===== config.mk =====
export PLATFORM = sky130hd
export DESIGN_NAME = l1_dcache_ctrl
export DESIGN_NICKNAME = d
export VERILOG_FILES = /design/src/rtl/l1_dcache_ctrl.sv
export SDC_FILE = /design/constraint.sdc
export NUM_CORES = 1
export LEC_CHECK = 0
export CORE_MARGIN = 5
export CORE_UTILIZATION = 35
export DETAILED_ROUTE_END_ITERATION = 12
export PLACE_DENSITY = 0.73
export SLEW_MARGIN = 10
export SYNTH_ARGS = -nofsm -noshare
export SYNTH_HDL_FRONTEND = slang
export SYNTH_SLANG_ARGS = --single-unit

===== constraint.sdc =====
create_clock -name clk -period 4.7 [get_ports clk]
set_input_delay 1.175 -clock clk [delete_from_list [all_inputs] [get_ports clk]]
set_output_delay 1.175 -clock clk [all_outputs]
set_load 0.05 [all_outputs]

===== src/rtl/l1_dcache_ctrl.sv =====
// -----------------------------------------------------------------------------
// l1_dcache_ctrl
//
// Access controller for the single-port, word-wide L1 data cache BRAM. It
// arbitrates between the core load/store port and the refill/debug port and
// issues at most one BRAM operation per cycle. Byte and halfword stores become
// a two-cycle read-modify-write. Loads are size-extracted and sign- or
// zero-extended.
//
// Optional feature macro: DCACHE_RR_ARB_EN
//   defined   -> round-robin arbitration between core and fill on a conflict
//   undefined -> fixed priority, the core always wins
//
// Ports
//   clk, rst                  clock (rising edge), async active-high reset
//   c_req/c_we/c_size/c_uns   core request, store flag, access size, unsigned
//   c_addr, c_wd              core byte address, right-aligned store data
//   c_gnt, c_rvalid, c_rdata  core grant, load-valid, extended load data
//   c_err                     one-cycle misalignment pulse
//   f_req/f_we/f_addr/f_wd    refill request, write flag, word address, data
//   f_gnt, f_rvalid, f_rdata  refill grant, read-valid, raw read word
//   mem_a/mem_wd/mem_we       BRAM address, write data, write enable
//   mem_rd                    BRAM read data (registered, valid at T+1)
// -----------------------------------------------------------------------------
module l1_dcache_ctrl #(
   parameter int N  = 1024,
   parameter int AW = $clog2(N)
) (
   input  logic          clk,
   input  logic          rst,
   input  logic          c_req,
   input  logic          c_we,
   input  logic [1:0]    c_size,
   input  logic          c_uns,
   input  logic [31:0]   c_addr,
   input  logic [31:0]   c_wd,
   output logic          c_gnt,
   output logic          c_rvalid,
   output logic [31:0]   c_rdata,
   output logic          c_err,
   input  logic          f_req,
   input  logic          f_we,
   input  logic [AW-1:0] f_addr,
   input  logic [31:0]   f_wd,
   output logic          f_gnt,
   output logic          f_rvalid,
   output logic [31:0]   f_rdata,
   output logic [AW-1:0] mem_a,
   output logic [31:0]   mem_wd,
   output logic          mem_we,
   input  logic [31:0]   mem_rd
);

   typedef enum logic {IDLE, RMW} state_t;

   state_t        state;
   logic [AW-1:0] a_q;        // last driven BRAM address, held while idle
   logic [AW-1:0] r_word;     // sub-word store: word address
   logic [31:0]   r_wd;       // sub-word store: right-aligned data
   logic [1:0]    ld_lo;      // byte offset of the last aligned core access
   logic [1:0]    ld_size;    // size of the last aligned core access
   logic          ld_uns;     // zero-extend flag of the last core load
   logic [31:0]   c_hold;     // core rdata held between rvalid pulses
   logic [31:0]   f_hold;     // fill rdata held between rvalid pulses

   logic          c_mis;
   logic          c_sub;
   logic [AW-1:0] c_word;
   logic          sel_core;
   logic          sel_fill;
   logic [31:0]   c_ext;
   logic [31:0]   merged;

   // Extract the addressed byte/half from a word and extend it.
   function automatic logic [31:0] extract(input logic [31:0] w,
                                           input logic [1:0]  lo,
                                           input logic [1:0]  sz,
                                           input logic        uns);
      logic [7:0]  b;
      logic [15:0] h;
      b = w[{lo, 3'b000} +: 8];
      h = lo[1] ? w[31:16] : w[15:0];
      case (sz)
         2'b00:   extract = {{24{b[7] & ~uns}}, b};
         2'b01:   extract = {{16{h[15] & ~uns}}, h};
         default: extract = w;
      endcase
   endfunction

   // Replace one byte/half lane of the old word with the new store data.
   function automatic logic [31:0] merge(input logic [31:0] old,
                                         input logic [31:0] wd,
                                         input logic [1:0]  lo,
                                         input logic [1:0]  sz);
      logic [31:0] m;
      m = old;
      if (sz == 2'b00) m[{lo, 3'b000} +: 8]         = wd[7:0];
      else             m[{lo[1], 4'b0000} +: 16]    = wd[15:0];
      return m;
   endfunction

   assign c_word = c_addr[AW+1:2];
   assign c_mis  = ((c_size == 2'b01) && c_addr[0]) ||
                   (c_size[1] && (c_addr[1:0] != 2'b00));
   assign c_sub  = ~c_size[1];
   assign c_ext  = extract(mem_rd, ld_lo, ld_size, ld_uns);
   assign merged = merge(mem_rd, r_wd, ld_lo, ld_size);

`ifdef DCACHE_RR_ARB_EN
   logic ptr_fill;            // 1 = fill was granted last

   always_comb begin
      if (c_req && f_req) begin
         sel_core = ptr_fill;
         sel_fill = ~ptr_fill;
      end else begin
         sel_core = c_req;
         sel_fill = f_req;
      end
   end

   always_ff @(posedge clk or posedge rst) begin
      if (rst)        ptr_fill <= 1'b1;
      else if (c_gnt) ptr_fill <= 1'b0;
      else if (f_gnt) ptr_fill <= 1'b1;
   end
`else
   assign sel_core = c_req;
   assign sel_fill = f_req & ~c_req;
`endif

   assign c_gnt = (state == IDLE) && sel_core;
   assign f_gnt = (state == IDLE) && sel_fill;

   // Misaligned core grants take the error path and leave the BRAM idle.
   always_comb begin
      // NOTE: every output gets a default first so no latch is inferred.
      mem_a  = a_q;
      mem_wd = '0;
      mem_we = 1'b0;
      if (state == RMW) begin
         mem_a  = r_word;
         mem_wd = merged;
         mem_we = 1'b1;
      end else if (c_gnt && !c_mis) begin
         mem_a  = c_word;
         mem_wd = c_wd;
         mem_we = c_we && !c_sub;   // sub-word stores read first
      end else if (f_gnt) begin
         mem_a  = f_addr;
         mem_wd = f_wd;
         mem_we = f_we;
      end
   end

   // Read data is live from the BRAM in the rvalid cycle and held afterwards.
   assign c_rdata = c_rvalid ? c_ext  : c_hold;
   assign f_rdata = f_rvalid ? mem_rd : f_hold;

   // NOTE: sequential state uses non-blocking assignments; reset is async, so
   // asserting rst in RMW drops mem_we immediately and the merge never writes.
   always_ff @(posedge clk or posedge rst) begin
      if (rst) begin
         state    <= IDLE;
         a_q      <= '0;
         r_word   <= '0;
         r_wd     <= '0;
         ld_lo    <= '0;
         ld_size  <= '0;
         ld_uns   <= 1'b0;
         c_rvalid <= 1'b0;
         f_rvalid <= 1'b0;
         c_err    <= 1'b0;
         c_hold   <= '0;
         f_hold   <= '0;
      end else begin
         a_q      <= mem_a;
         c_rvalid <= c_gnt && !c_mis && !c_we;
         f_rvalid <= f_gnt && !f_we;
         c_err    <= c_gnt && c_mis;
         if (c_rvalid) c_hold <= c_ext;
         if (f_rvalid) f_hold <= mem_rd;
         if (c_gnt && !c_mis) begin
            ld_lo   <= c_addr[1:0];
            ld_size <= c_size;
            ld_uns  <= c_uns;
         end
         case (state)
            IDLE: begin
               if (c_gnt && !c_mis && c_we && c_sub) begin
                  state  <= RMW;
                  r_word <= c_word;
                  r_wd   <= c_wd;
               end
            end
            RMW:     state <= IDLE;
            default: state <= IDLE;
         endcase
      end
   end

endmodule


==> results.sh, run 1 <==
export IMPL_drt_first_iter_violations=380
export IMPL_finalClockSkew_ns=0.00696
export IMPL_clockBufferDepth=2
export IMPL_met3_usage=0.0566
export IMPL_max_slew_margin_rel=0.347
export IMPL_worstHoldEndpoint="f_hold[5]"
export IMPL_start_util=0.352
export IMPL_yosys_warnings=0
export IMPL_num_rows=49
export IMPL_wl_per_cell_um=23.0
export IMPL_nets=965
export IMPL_cts_resized=0
export IMPL_setup_viol=0
export IMPL_final_period_utilization=0.959
export IMPL_pin_count=259
export IMPL_reg2reg_from="state"
export IMPL_fin_ws_ns=0.191
export IMPL_synth_fp_nets=745
export IMPL_postSynthCellCount=593
export IMPL_reg2reg_depth=6
export IMPL_reg2reg_slack_ns=2.22
export IMPL_yosysTopAreaCellShare=0.435
export IMPL_hp_class="reg2reg"
export IMPL_clkSinkCount=109
export IMPL_arrival_ns=3.33
export IMPL_cts_hold_buffers=0
export IMPL_finalHoldViolCount=0
export IMPL_dr_pass1_iters=5
export IMPL_cts_setup_buffers=0
export IMPL_n_fill_cell=1562
export IMPL_met2_usage=0.364
export IMPL_post_route_util=0.539
export IMPL_area_growth_pct=53.3
export IMPL_cellPowerDensity_nw_per_um2=433
export IMPL_place_congestion=0.853
export IMPL_grt_first_pass_wirelength_mm=35.2
export IMPL_post_route_drc_count=0
export IMPL_crit_fanout=8
export IMPL_max_freq_mhz=222
export IMPL_die_area_um2=20700
export IMPL_total_power_mw=4.17
export IMPL_worstSetupPathType="in2out"
export IMPL_root_buffer="clkbuf_16"
export IMPL_globalRouteOverflowTotal=0
export IMPL_n_antenna_cell=0
export IMPL_postRouteAntennaNets=0
export IMPL_tightest_slew_ns=0.971
export IMPL_numCtsBuffers=9
export IMPL_io_buffers=238
export IMPL_hold_path_cell_count=1
export IMPL_rsz0062_at_grt="false"
export IMPL_clock_latency_ns=0.36
export IMPL_antenna_found_initial=0
export IMPL_hpwlAfterDp_mm=17.7
export IMPL_synthDistinctLibCells=40
export IMPL_cp_end_kind="output pin"
export IMPL_wirelength_mm=24.1
export IMPL_slew_violations=0
export IMPL_drive_gt1_frac=0.248
export IMPL_min_from="f_hold[5]"
export IMPL_fp_dieW_um=144
export IMPL_htreeDepth=3
export IMPL_core_um2=17800
export IMPL_grt_max_degree=59
export IMPL_leakagePower_nw=3.99
export IMPL_vias=5931
export IMPL_synth_area_um2=6280
export IMPL_post_place_ws_ns=0.248
export IMPL_worstReg2RegEnd="r_wd[8]"
export IMPL_fin_tns_setup_ns=0
export IMPL_instances_no_fill=1047
export IMPL_synth_area_leader_cell="dfrtp_1"
export IMPL_timing_final_crit_period_ns=4.51
export IMPL_seq_area_frac_synth=0.435
export IMPL_grt_pass1_vias=5825
export IMPL_maxCapViolCount=0
export IMPL_cp_required_ns=3.52
export IMPL_ir_worst_vdd_uv=325
export IMPL_dp_cells=1031
export IMPL_via_per_inst=5.66
export IMPL_grt_busiest_layer="met2"
export IMPL_cts_clk_slew_worst_paths_ns=0.07
export IMPL_track_usage=0.225
export IMPL_die_height_um=144
export IMPL_use_met1=0.298
export IMPL_start_kind="input pin"
export IMPL_final_common_cell="clkdlybuf4s50_1"
export IMPL_cts_tree="yes"
export IMPL_final_cell_mix="162 x clkdlybuf4s50_1, 107 x dfrtp_1, 58 x mux2_2"
export IMPL_synth_area_top_cells="dfrtp_1 43%, mux2_2 10%, mux2i_1 5.9%"
export IMPL_yosys_register_bits=109
export IMPL_outcome="completed"
export IMPL_synth_area_per_cell_um2=10.6
worst max-delay path by stage:
stage                  endpoint  depth (start not counted)  startpoint
global route        c_rdata[11]                          6  mem_rd[31]
CTS                 c_rdata[11]                          6  mem_rd[31]
global placement    c_rdata[11]                          6  mem_rd[31]
floorplan            mem_wd[28]                          5   c_addr[1]
detailed placement  c_rdata[11]                          6  mem_rd[31]
finish              c_rdata[11]                          6  mem_rd[31]
power breakdown:
group	switching, mW	total, mW	leakage [nW]	internal (mW)
combinational	1.21	2.00	2.53	0.794
sequential	0.150	1.30	1.29	1.15
clock	0.389	0.865	0.161	0.477
metal layers:
| metal | part of all wire | vias to the layer above |
|---|---|---|
| li1 | - | 2699 |
| met1 | 0.42 | 2905 |
| met2 | 0.46 | 282 |
| met3 | 0.087 | 45 |
| met5 | 0 | - |
| met4 | 0.027 | 0 |
layout make-up:
| type | instances | area [um2] | area share |
|---|---|---|---|
| multi-input combinational | 422 | 3290 | 0.342 |
| inverter | 9 | 36.3 | 0.00377 |
| clock buffer | 9 | 225 | 0.0234 |
| sequential | 109 | 2730 | 0.284 |
| tap | 229 | 287 | 0.0298 |
| timing repair buffer | 262 | 2950 | 0.306 |
| clock inverter | 7 | 104 | 0.0108 |
cells by family (layout without fill, tap and decap cells):
logic type,Yosys count,in the layout,share of synthesized area
flops,109,109,0.435
simple gates,140,140,0.113
fa+ha+maj,5,5,0.00997
buf+inv,62,287,0.0431
mux,114,114,0.208
compound gates,163,163,0.191
synthesized netlist by cell type:
cell type,number
nor3_4,1
nor4_1,5
o21a_2,1
nor4bb_1,1
mux2i_1,37
dfrtp_1,109
clkbuf_1,33
nor2b_1,4
buf_2,12
and2_1,1
nand3b_1,9
and4_1,1
nand2b_1,13
a221o_1,25
a221oi_1,40
buf_1,5
mux2_2,58
a31oi_1,27
nor3_1,13
a32oi_1,3
nand2_1,47
mux2_4,19
nor3b_2,1
o221a_2,1
o41ai_1,1
o21ai_0,19
a21o_1,1
a211oi_1,17
and2_0,1
buf_6,3
nor2_1,31
ha_1,5
inv_1,7
nor4b_4,1
clkinv_1,2
nand3_1,7
a21oi_1,27
and3_1,1
o21a_1,1
nor3b_1,3
critical path, cell delays in order:
cell and delay [ns]:
clkdlybuf4s50_1 0.59, mux2i_1 0.22, nor4_1 0.06, nor3_1 0.81
a21oi_1 0.21, buf_4 0.26
sequential cells by signal, summed over array words and instances (netlist names), 2 cells and up:
| signal | cells |
|---|---|
| a_q | 10 |
| ld_size | 2 |
| f_hold | 32 |
| r_word | 10 |
| r_wd | 16 |
| c_hold | 32 |
| ld_lo | 2 |
through the flow:
stage                     instance area (um2)  hold WS, ns
after floorplan                          6280        0.482
after global placement                   9290        0.479
after detailed placement                 9290        0.483
after CTS                                9620        0.502
after global routing                     9620        0.516
final                                    9620        0.498
(Power assumes the default switching activity.)
==> run 2: changes to the inputs <==
Settings changed: SETUP_SLACK_MARGIN set to 0.2.
==> run 2 against run 1 <==
Against the previous run: final cell count unchanged; clock-buffer cell count unchanged; total power barely moved; first-iteration DRC count down 1.6%; combinational power hardly changed; register-to-register slack barely moved; core utilization rose by 0.070 points; critical endpoint is now mem_wd[16]; largest power group unchanged; highest routed layer unchanged.
==> results.sh, run 2 (synthesis results as in run 1) <==
export IMPL_grt_pass1_vias=5825
export IMPL_final_cell_mix="162 x clkdlybuf4s50_1, 107 x dfrtp_1, 58 x mux2_2"
export IMPL_cellPowerDensity_nw_per_um2=433
export IMPL_leakagePower_nw=3.99
export IMPL_final_period_utilization=0.926
export IMPL_cts_setup_buffers=0
export IMPL_cts_clk_slew_worst_paths_ns=0.07
export IMPL_pin_count=259
export IMPL_finalHoldViolCount=0
export IMPL_worstReg2RegEnd="r_wd[8]"
export IMPL_cp_end_kind="output pin"
export IMPL_place_congestion=0.853
export IMPL_dr_pass1_iters=5
export IMPL_hp_class="reg2reg"
export IMPL_cts_tree="yes"
export IMPL_p_comb_frac=0.481
export IMPL_track_usage=0.225
export IMPL_ir_worst_vdd_uv=323
export IMPL_globalRouteOverflowTotal=0
export IMPL_p_int_mw=2.42
export IMPL_timing_final_crit_period_ns=4.35
export IMPL_wirelength_mm=24.0
export IMPL_multi_input_area_um2=3300
export IMPL_post_route_drc_count=0
export IMPL_clock_latency_ns=0.36
export IMPL_placement_cell_area_um2=9290
export IMPL_cp_required_ns=3.52
export IMPL_crit_fanout=34
export IMPL_switching_share=0.418
export IMPL_outcome="completed"
export IMPL_max_freq_mhz=230
export IMPL_regArea_um2=2730
export IMPL_postRouteAntennaNets=0
export IMPL_hpwlAfterDp_mm=17.7
export IMPL_drt_first_iter_violations=374
export IMPL_max_slew_margin_rel=0.454
export IMPL_num_rows=49
export IMPL_maxCapViolCount=0
export IMPL_clkPwrFrac=0.207
export IMPL_tightest_slew_ns=0.819
export IMPL_reg_largest_list="c_hold (32), f_hold (32), r_wd (16)"
export IMPL_start_kind="input pin"
export IMPL_via_per_inst=5.64
export IMPL_start_util=0.352
export IMPL_numCtsBuffers=9
export IMPL_reg2reg_from="state"
export IMPL_grt_first_pass_wirelength_mm=35.2
export IMPL_io_buffers=238
export IMPL_drive_gt1_frac=0.251
export IMPL_htreeDepth=3
export IMPL_core_um2=17800
export IMPL_worstSetupPathType="in2out"
export IMPL_reg2reg_depth=6
export IMPL_startpoint="c_size[0]"
export IMPL_n_antenna_cell=0
export IMPL_setup_viol=0
export IMPL_die_area_um2=20700
export IMPL_antenna_found_initial=0
export IMPL_finalClockSkew_ns=0.00724
export IMPL_slew_violations=0
export IMPL_grt_max_degree=59
export IMPL_fin_area_um2=9630
export IMPL_n_fill_cell=1559
export IMPL_rsz0062_at_grt="false"
export IMPL_die_height_um=144
export IMPL_nets=965
export IMPL_fin_tns_setup_ns=0
export IMPL_switching_power_mw=1.74
export IMPL_root_buffer="clkbuf_16"
export IMPL_seqPwrFrac=0.313
export IMPL_clockBufferDepth=2
export IMPL_vias=5906
export IMPL_clkSinkCount=109
export IMPL_fp_dieW_um=144
export IMPL_crit_path_end="mem_wd[16]"
export IMPL_reg2reg_slack_ns=2.23
export IMPL_arrival_ns=3.18
export IMPL_final_common_cell="clkdlybuf4s50_1"
export IMPL_wl_per_cell_um=23.0
export IMPL_post_route_util=0.540
export IMPL_area_growth_pct=53.5
run 2: critical path, stage by stage:
cell	delay [ns]
clkdlybuf4s50_1	0.53
and2_1	0.31
nor3b_4	0.09
buf_12	0.18
a221oi_1	0.49
a31oi_1	0.15
buf_12	0.23
run 2: area by class of cell:
class,count,share of cell area
Tap cell,229,0.0297
Inverter,9,0.00377
Clock inverter,7,0.0108
Clock buffer,9,0.0234
Timing Repair Buffer,262,0.306
Sequential cell,109,0.283
Multi-Input combinational cell,422,0.343
run 2: how the worst min path moves through the flow:
stage,from,endpoint,slack (ns),cells after the start
floorplan,r_word[6],r_word[6],0.48,1
global placement,f_hold[31],f_hold[31],0.48,1
detailed placement,f_hold[18],f_hold[18],0.48,1
CTS,f_hold[18],f_hold[18],0.50,1
global route,f_hold[18],f_hold[18],0.52,1
finish,f_hold[5],f_hold[5],0.50,1
run 2: routing by layer:
metal | vias to the layer above | global-route usage | share of wire
met5 | - | 0 | 0
met4 | 0 | 0.0669 | 0.026
met3 | 35 | 0.0566 | 0.088
met2 | 265 | 0.364 | 0.47
met1 | 2903 | 0.298 | 0.42
li1 | 2703 | - | -
run 2: power groups by stage:
stage	logic (mW)	clock network [mW]	registers, mW
global placement	1.99	0	1.31
CTS	2.01	0.885	1.30
finish	2.00	0.862	1.30
detailed placement	2.01	0	1.32
floorplan	1.30	0	1.25
global route	2.10	0.919	1.33
run 2: timing repair:
action	4_1_cts	5_1_grt
hold buffers	0	0
gates resized for setup	0	2
setup endpoints to repair	0	12
run 2: metrics by stage:
stage | hold WS, ns | instances | worst slack (ns) | power, mW
finish | 0.498 | 1047 | 0.350 | 4.17
global route | 0.516 | 1047 | 0.234 | 4.35
floorplan | 0.482 | 593 | 0.217 | 2.55
CTS | 0.502 | 1047 | 0.227 | 4.20
detailed placement | 0.483 | 1031 | 0.248 | 3.33
global placement | 0.479 | 1031 | 0.304 | 3.30
